## config.mk

```make
export PLATFORM = sky130hd
export DESIGN_NAME = tl_a_channel_arbiter
export DESIGN_NICKNAME = d
export VERILOG_FILES = /design/src/rtl/tl_a_channel_arbiter.sv
export SDC_FILE = /design/constraint.sdc
export NUM_CORES = 1
export LEC_CHECK = 0
export ABC_CLOCK_PERIOD_IN_PS = 3900
export BUFFER_PORTS_ARGS = -buffer_cell sky130_fd_sc_hd__buf_2
export CAP_MARGIN = 20
export CORE_AREA = 3 3 144 146
export CTS_BUF_LIST = sky130_fd_sc_hd__clkbuf_16
export DETAILED_ROUTE_END_ITERATION = 8
export DIE_AREA = 0 0 147 149
export GPL_ROUTABILITY_DRIVEN = 0
export PLACE_DENSITY = 0.54
export SLEW_MARGIN = 10
export SYNTH_ARGS = -nofsm -noshare
export SYNTH_HDL_FRONTEND = slang
export SYNTH_SLANG_ARGS = --single-unit
```

## constraint.sdc

```tcl
create_clock -name clock -period 3.9 [get_ports clock]
set_input_delay 0.195 -clock clock [delete_from_list [all_inputs] [get_ports clock]]
set_output_delay 0.195 -clock clock [all_outputs]
set_load 0.01 [all_outputs]
```

## src/rtl/tl_a_channel_arbiter.sv

```systemverilog
// Two-requester TileLink-UL A-channel arbiter with D-channel return routing.
//
//   state   | meaning
//   --------+------------------------------------------------------------
//   S_IDLE  | free arbitration; grant picked combinationally each cycle
//   S_HOLD  | granted beat stalled by o_ready; grant frozen until it fires
//   S_BURST | multi-beat Put in flight; grant locked until the last beat
module tl_a_channel_arbiter #(
  parameter int SRC_W  = 4,
  parameter int DATA_W = 64
) (
  input  logic                  clock,
  input  logic                  reset_n,
  input  logic                  a0_valid,
  output logic                  a0_ready,
  input  logic [2:0]            a0_opcode,
  input  logic [2:0]            a0_param,
  input  logic [3:0]            a0_size,
  input  logic [SRC_W-1:0]      a0_source,
  input  logic [31:0]           a0_address,
  input  logic [DATA_W/8-1:0]   a0_mask,
  input  logic [DATA_W-1:0]     a0_data,
  input  logic                  a0_corrupt,
  input  logic                  a1_valid,
  output logic                  a1_ready,
  input  logic [2:0]            a1_opcode,
  input  logic [2:0]            a1_param,
  input  logic [3:0]            a1_size,
  input  logic [SRC_W-1:0]      a1_source,
  input  logic [31:0]           a1_address,
  input  logic [DATA_W/8-1:0]   a1_mask,
  input  logic [DATA_W-1:0]     a1_data,
  input  logic                  a1_corrupt,
  output logic                  o_valid,
  input  logic                  o_ready,
  output logic [2:0]            o_opcode,
  output logic [2:0]            o_param,
  output logic [3:0]            o_size,
  output logic [SRC_W:0]        o_source,
  output logic [31:0]           o_address,
  output logic [DATA_W/8-1:0]   o_mask,
  output logic [DATA_W-1:0]     o_data,
  output logic                  o_corrupt,
  input  logic                  d_valid,
  output logic                  d_ready,
  input  logic [SRC_W:0]        d_source,
  output logic                  d0_valid,
  input  logic                  d0_ready,
  output logic                  d1_valid,
  input  logic                  d1_ready,
  output logic                  err
);

  typedef enum logic [1:0] {S_IDLE, S_HOLD, S_BURST} state_t;

  state_t     r_state;
  logic       r_grant;
  logic       r_last;
  logic [7:0] r_beats;
  logic       r_err;

  logic       w_gnt;
  logic       w_sel_valid;
  logic       w_fire;
  logic       w_multi;
  logic       w_illegal;
  logic [8:0] w_beats;
  logic [8:0] w_beats_m1;
  logic       w_d_idx;
  logic       w_unused_d_src;

  // Grant choice: round-robin in IDLE, frozen on r_grant otherwise; forward the winner.
  always_comb begin
    if (r_state == S_IDLE)
      w_gnt = a1_valid & (~a0_valid | ~r_last);
    else
      w_gnt = r_grant;
    w_sel_valid = w_gnt ? a1_valid   : a0_valid;
    o_opcode    = w_gnt ? a1_opcode  : a0_opcode;
    o_param     = w_gnt ? a1_param   : a0_param;
    o_size      = w_gnt ? a1_size    : a0_size;
    o_source    = {w_gnt, (w_gnt ? a1_source : a0_source)};
    o_address   = w_gnt ? a1_address : a0_address;
    o_mask      = w_gnt ? a1_mask    : a0_mask;
    o_data      = w_gnt ? a1_data    : a0_data;
    o_corrupt   = w_gnt ? a1_corrupt : a0_corrupt;
    // Handshake outputs are forced low while reset is held.
    o_valid     = reset_n & w_sel_valid;
    a0_ready    = reset_n & o_ready & ~w_gnt;
    a1_ready    = reset_n & o_ready & w_gnt;
    w_fire      = o_valid & o_ready;
  end

  // Burst length of the beat being presented; oversized Puts run as 256 beats.
  always_comb begin
    w_multi    = ((o_opcode == 3'd0) || (o_opcode == 3'd1)) && (o_size > 4'd3);
    w_illegal  = w_multi && (o_size > 4'd11);
    w_beats    = w_illegal ? 9'd256 : (9'd1 << (o_size - 4'd3));
    w_beats_m1 = w_beats - 9'd1;
  end

  // D return: the top source bit is the requester tag; the low bits belong to the requester.
  always_comb begin
    w_d_idx        = d_source[SRC_W];
    d0_valid       = reset_n & d_valid & ~w_d_idx;
    d1_valid       = reset_n & d_valid & w_d_idx;
    d_ready        = reset_n & (w_d_idx ? d1_ready : d0_ready);
    w_unused_d_src = ^d_source[SRC_W-1:0];
  end

  assign err = r_err;

  // Arbitration state machine: stall hold, burst lock and sticky size error.
  always_ff @(posedge clock or negedge reset_n) begin
    if (!reset_n) begin
      r_state <= S_IDLE;
      r_grant <= 1'b0;
      r_last  <= 1'b1;
      r_beats <= 8'd0;
      r_err   <= 1'b0;
    end else begin
      case (r_state)
        S_IDLE, S_HOLD: begin
          if (w_fire) begin
            r_last <= w_gnt;
            if (w_multi) begin
              r_beats <= w_beats_m1[7:0];
              r_grant <= w_gnt;
              r_state <= S_BURST;
              if (w_illegal) r_err <= 1'b1;
            end else begin
              r_state <= S_IDLE;
            end
          end else if (o_valid) begin
            r_grant <= w_gnt;
            r_state <= S_HOLD;
          end
        end
        S_BURST: begin
          if (w_fire) begin
            r_beats <= r_beats - 8'd1;
            if (r_beats == 8'd1) r_state <= S_IDLE;
          end
        end
        default: r_state <= S_IDLE;
      endcase
    end
  end

endmodule

```

# == Yosys cells after proc, flatten, opt, wreduce, memory -nomap -nowiden ==
# Index checks and enable logic that the tools add are counted.
# totals
register_bits,13
word_cells,74
# classes
shift,1
n_eq_ne,10
n_reduce_logical,13
order_cmp,2
add_sub_neg,3
bitwise,15
n_mux,25
# ops
cell,count
$mux 64,1
$mux 8,5
$mux 32,1
$pmux 8 s2,1
$sub 8x1->8 const B,2
$and 1x1->1,10
$mux 2,5
$eq 8x1->1 const B,1
$mux 4,2
$ne 2x2->1 const B,4
$reduce_and 4->1,2
$shl 1x4->8 const A,1
$mux 1,7
$mux 3,2
$reduce_and 3->1,2
$gt 4x2->1 const B,1
$gt 4x4->1 const B,1
$not 1->1,4
$pmux 2 s2,1
$reduce_bool 2->1,2
$sub 4x2->4 const B,1
$eq 3x1->1 const B,1
$logic_not 3->1,1
$ne 3x3->1 const B,1
other kinds (9),10

# == Longest topological paths before layout ==
# depth
word_depth,14
ltp_mapped,12
depth_no_buf,9

# == Worst setup path before layout ==
# Ideal clock, no wire load.
# synth_timing
path_type,register to register
start,register r_state[1]
end,register r_beats[6]
path_stages_with_launch,12
setup_ps,125
n_path_buf,3
arrival_ps,2433
slack_ps,1342
required_time_ps,3775
cell_sequence,dfrtp_1 -> buf_6 -> nor2_1 -> a21boi_2 -> buf_6 -> buf_4 -> o21ai_0 -> nand2b_1 -> ha_1 -> mux4_2 -> nand3_1 -> nand3_1
# synth_via
word_cells_on_any_way,29
# synth_rtl
element,line,text
from (decl),56,state_t r_state;
from (signal assigned),116,r_state <= S_IDLE;
from (signal assigned),129,r_state <= S_BURST;
from (signal assigned),132,r_state <= S_IDLE;
$logic_not 2->1 (*),74,if (r_state == S_IDLE)
$mux 1 (*),74,
$mux 4 (*),81,o_size = w_gnt ? a1_size : a0_size;
named net o_size[0],38,"output logic [3:0] o_size,"
$gt 4x2->1,96,w_multi = ((o_opcode == 3'd0) || (o_opcode == 3'd1)) && (o_size > 4'd3);
$logic_and 1x1->1,96,
$logic_and 1x1->1,97,w_illegal = w_multi && (o_size > 4'd11);
$mux 8,98,w_beats = w_illegal ? 9'd256 : (9'd1 << (o_size - 4'd3));
$sub 8x1->8,99,w_beats_m1 = w_beats - 9'd1;
$mux 8,126,if (w_multi) begin
$mux 8,124,if (w_fire) begin
$pmux 8 s2,122,case (r_state)
to (signal assigned),127,r_beats <= w_beats_m1[7:0];
to (signal assigned),141,r_beats <= r_beats - 8'd1;
to (decl),59,logic [7:0] r_beats;
# Mark *: on every way through the listed nets, which the timed path passes. The rest lies on a longest branch. The select of a mux whose other input is x is not followed.
# A chain may end at the register's enable or synchronous reset.

# == Worst setup path in the final report ==
# layout_timing
start,register r_last
end,output o_param[1]
# layout_via
elab_chain_cells,5
# layout_lines
element,line,text
from (decl),58,logic r_last;
from (signal assigned),125,r_last <= w_gnt;
$not 1->1,75,w_gnt = a1_valid & (~a0_valid | ~r_last);
$or 1x1->1,75,
$and 1x1->1,75,
$mux 1,74,
$mux 3,80,o_param = w_gnt ? a1_param : a0_param;
to (decl),37,"output logic [2:0] o_param,"
# No other way between the ends.

==> results.toml <==
[status]
outcome = "complete, no violations"

[run]
drv_cap = 0

[yosys]
synthDominantCellAreaShare = 0.479
ys_types = 52
netlist_area_sq_mm = 0.00275
synth_edf_count = 0
synth.area.top_cells = "nand2_1 48%, dfrtp_1 11%, mux2i_1 3.3%"
yosysSeqAreaShare = 0.119
synth-main-ff-cell = "dfrtp_1"
yosysTopAreaCell = "nand2_1"
ys_ff_latch = 13
synth_cells = 529
ys_warn_count = 0
async_flop_share = 1.00
synthesis.nets = 783
synth.avg_cell_area_sq_um = 5.19

[timing]
hold_viol = 0
layout_min_cycle_time_ns = 2.90
max-slew-margin-rel = 0.608
fin_crit_sh = 0.745
finalSetupTns_ns = 0
final-setup-viol-count = 0
drv_slew = 0
hold-worst-slack_ns = 0.375
tightest_slew_ns = 0.587
rsz0062_at_grt = "no"
max_freq_mhz = 344
skew_ns = 0.00110

[floorplan]
ios = 378
dieWidth_um = 147
dieArea_sq_mm = 0.0219
core_region_area_sq_mm = 0.0195
row_count = 51
die_y_um = 149
initial_utilization = 0.141

[pwr]
p_clk_frac = 0.058
ir_drop_mv = 0.268
switching_share = 0.581
p_seq_frac = 0.077
p_total_mw = 3.35
p_sw_mw = 1.95
cellInternalPower_mw = 1.40
combPwrFrac = 0.865
p_per_area_mw_per_mm2 = 680
leakagePower_nw = 3.11

[clocking]
tritoncts = "done"
cts_max_path_buffers = 2
insertion_delay_ns = 0.24
cts_buffers = 3
cts_root_buffer = "clkbuf_16"
ctsHtreeMaxLevel = 1
cts_num_sinks = 13
clk_pin_slew_ns = 0.05

[drt]
num_vias = 4545
drc = 0
drtIter0Drc = 184
wl_met2_um = 7860
wl_met3_um = 1310
antenna_left = 0
top_layer = "met4"
wire_per_inst_um = 14.4
viasPerCell = 3.98
postRouteWirelength_um = 16400
met1_length_um = 7190
drt_pass1_iterations = 7

[final_layout]
mostFrequentLayoutCell = "buf_2"
layout_common_cells = "373 x buf_2, 350 x nand2_1, 16 x nor2_1"
syn2layout_area_growth_pct = 79.5
antenna_cells = 0
final_util = 0.252
layout.nets = 1133
drive_gt1_frac = 0.456
layout.cells.non_filler = 1143

[critical_path]
critPathLaunchType = "register"
critPathCaptureType = "primary output"
cpPeakStageDelay_ns = 0.52
path_buf_inv = 3
cp.required_ns = 3.70
critPathTopFamily = "buffers and inverters"
crit_path_top_delay_cell = "dfstp_2"
cp.arrival_ns = 2.71
critPathMaxFanout = 44
crit_path_cell_trace = "a21boi_0, a21boi_4, buf_4, buf_4, nand2_1, nand2_1, buf_2"
crit_type = "reg -> out"

[grt]
grt_usage = 0.130
grt_pass1_vias = 3997
overflow = 0
grt_pass1_wl_um = 23000
antenna_found_initial = 0
grt_max_degree = 118

[placement]
portBuffers = 373
place_inst = 1137
hpwl_um = 13800

[hold_path]
hold_path_class = "in -> reg"
synthesized netlist by cell type, drive strengths merged, types with 3 or more instances:
cell type	number
o21ai	10
nand3	8
nor2b	4
a21oi	11
xnor2	5
buf	22
a21boi	3
nand2	350
mux2i	10
clkbuf	13
nor2	16
nor3b	3
nor3	4
dfrtp	12
mux2	4
ha	3
and3	3
nand2b	3
inv	7
power by group through the flow:
stage                     Clock [mW]  Sequential (mW)  Combinational [mW]
after floorplan                    0            0.244                1.74
after global placement             0            0.259                2.89
after global routing           0.201            0.268                3.21
final                          0.194            0.259                2.90
after CTS                      0.197            0.258                2.91
after detailed placement           0            0.258                2.90
worst paths after layout:
check                              startpoint                endpoint  slack (ns)  cells after the start
max                        r_last$_DFFE_PN1P_              o_param[1]         1.0                      7
min                                   o_ready     r_grant$_DFFE_PN0P_        0.38                      4
max reg2reg                r_last$_DFFE_PN1P_  r_beats[6]$_DFFE_PN0P_        1.20                      8
min reg2reg                   err$_DFFE_PN0P_         err$_DFFE_PN0P_        0.45                      1
max in group asynchronous             reset_n      r_last$_DFFE_PN1P_        3.14                      2
min in group asynchronous             reset_n  r_state[1]$_DFFE_PN0P_        0.42                      2
cell type report:
| class | count | area [sq um] |
|---|---|---|
| clock buffer | 3 | 75.1 |
| sequential | 13 | 327 |
| timing repair buffer | 380 | 1940 |
| multi-input combinational | 474 | 2220 |
| clock inverter | 1 | 3.75 |
| inverter | 7 | 27.5 |
| fill | 2264 | 14600 |
| tap | 265 | 332 |
stage by stage:
stage	worst slack, ns	cell area (sq um)
CTS	0.958	4900
detailed placement	1.20	4810
finish	0.996	4930
floorplan	1.34	2750
global route	0.769	4930
global placement	1.22	4810
kinds of logic after synthesis:
| kind of cell | count (synthesis) | share of synthesized area |
|---|---|---|
| muxes | 15 | 0.0656 |
| DFF | 13 | 0.119 |
| adders and majority gates | 3 | 0.0137 |
| and+or+nand+nor | 407 | 0.598 |
| xor gates and xnor gates | 5 | 0.0160 |
| buffers and inverters | 42 | 0.0747 |
| AOI/OAI and AO/OA | 44 | 0.113 |
worst register-to-register path: cells and delay by family (launching register included):
family | cells | cell delay (ns)
AO/OA/AOI/OAI | 3 | 0.69
flip-flops | 1 | 0.52
AND/OR/NAND/NOR | 2 | 0.18
adder cells (fa/ha/maj) | 1 | 0.27
buffers and inverters | 1 | 0.46
multiplexers | 1 | 0.46
registers in the layout, summed over array words and instances (netlist names):
signal,flops
err,1
r_grant,1
r_state,2
r_last,1
r_beats,8
repair_timing:
item                      CTS  global route
gates resized for setup     0             0
hold endpoints to repair   12             0
buffers inserted            0             0
hold buffers                1             0
per-layer routing:
layer,GRT usage,vias up
li1,-,2375
met1,0.176,1954
met2,0.224,206
met3,0.0298,10
met4,0.00606,0
met5,0,-
No activity file was read; power rests on OpenSTA's default activity.
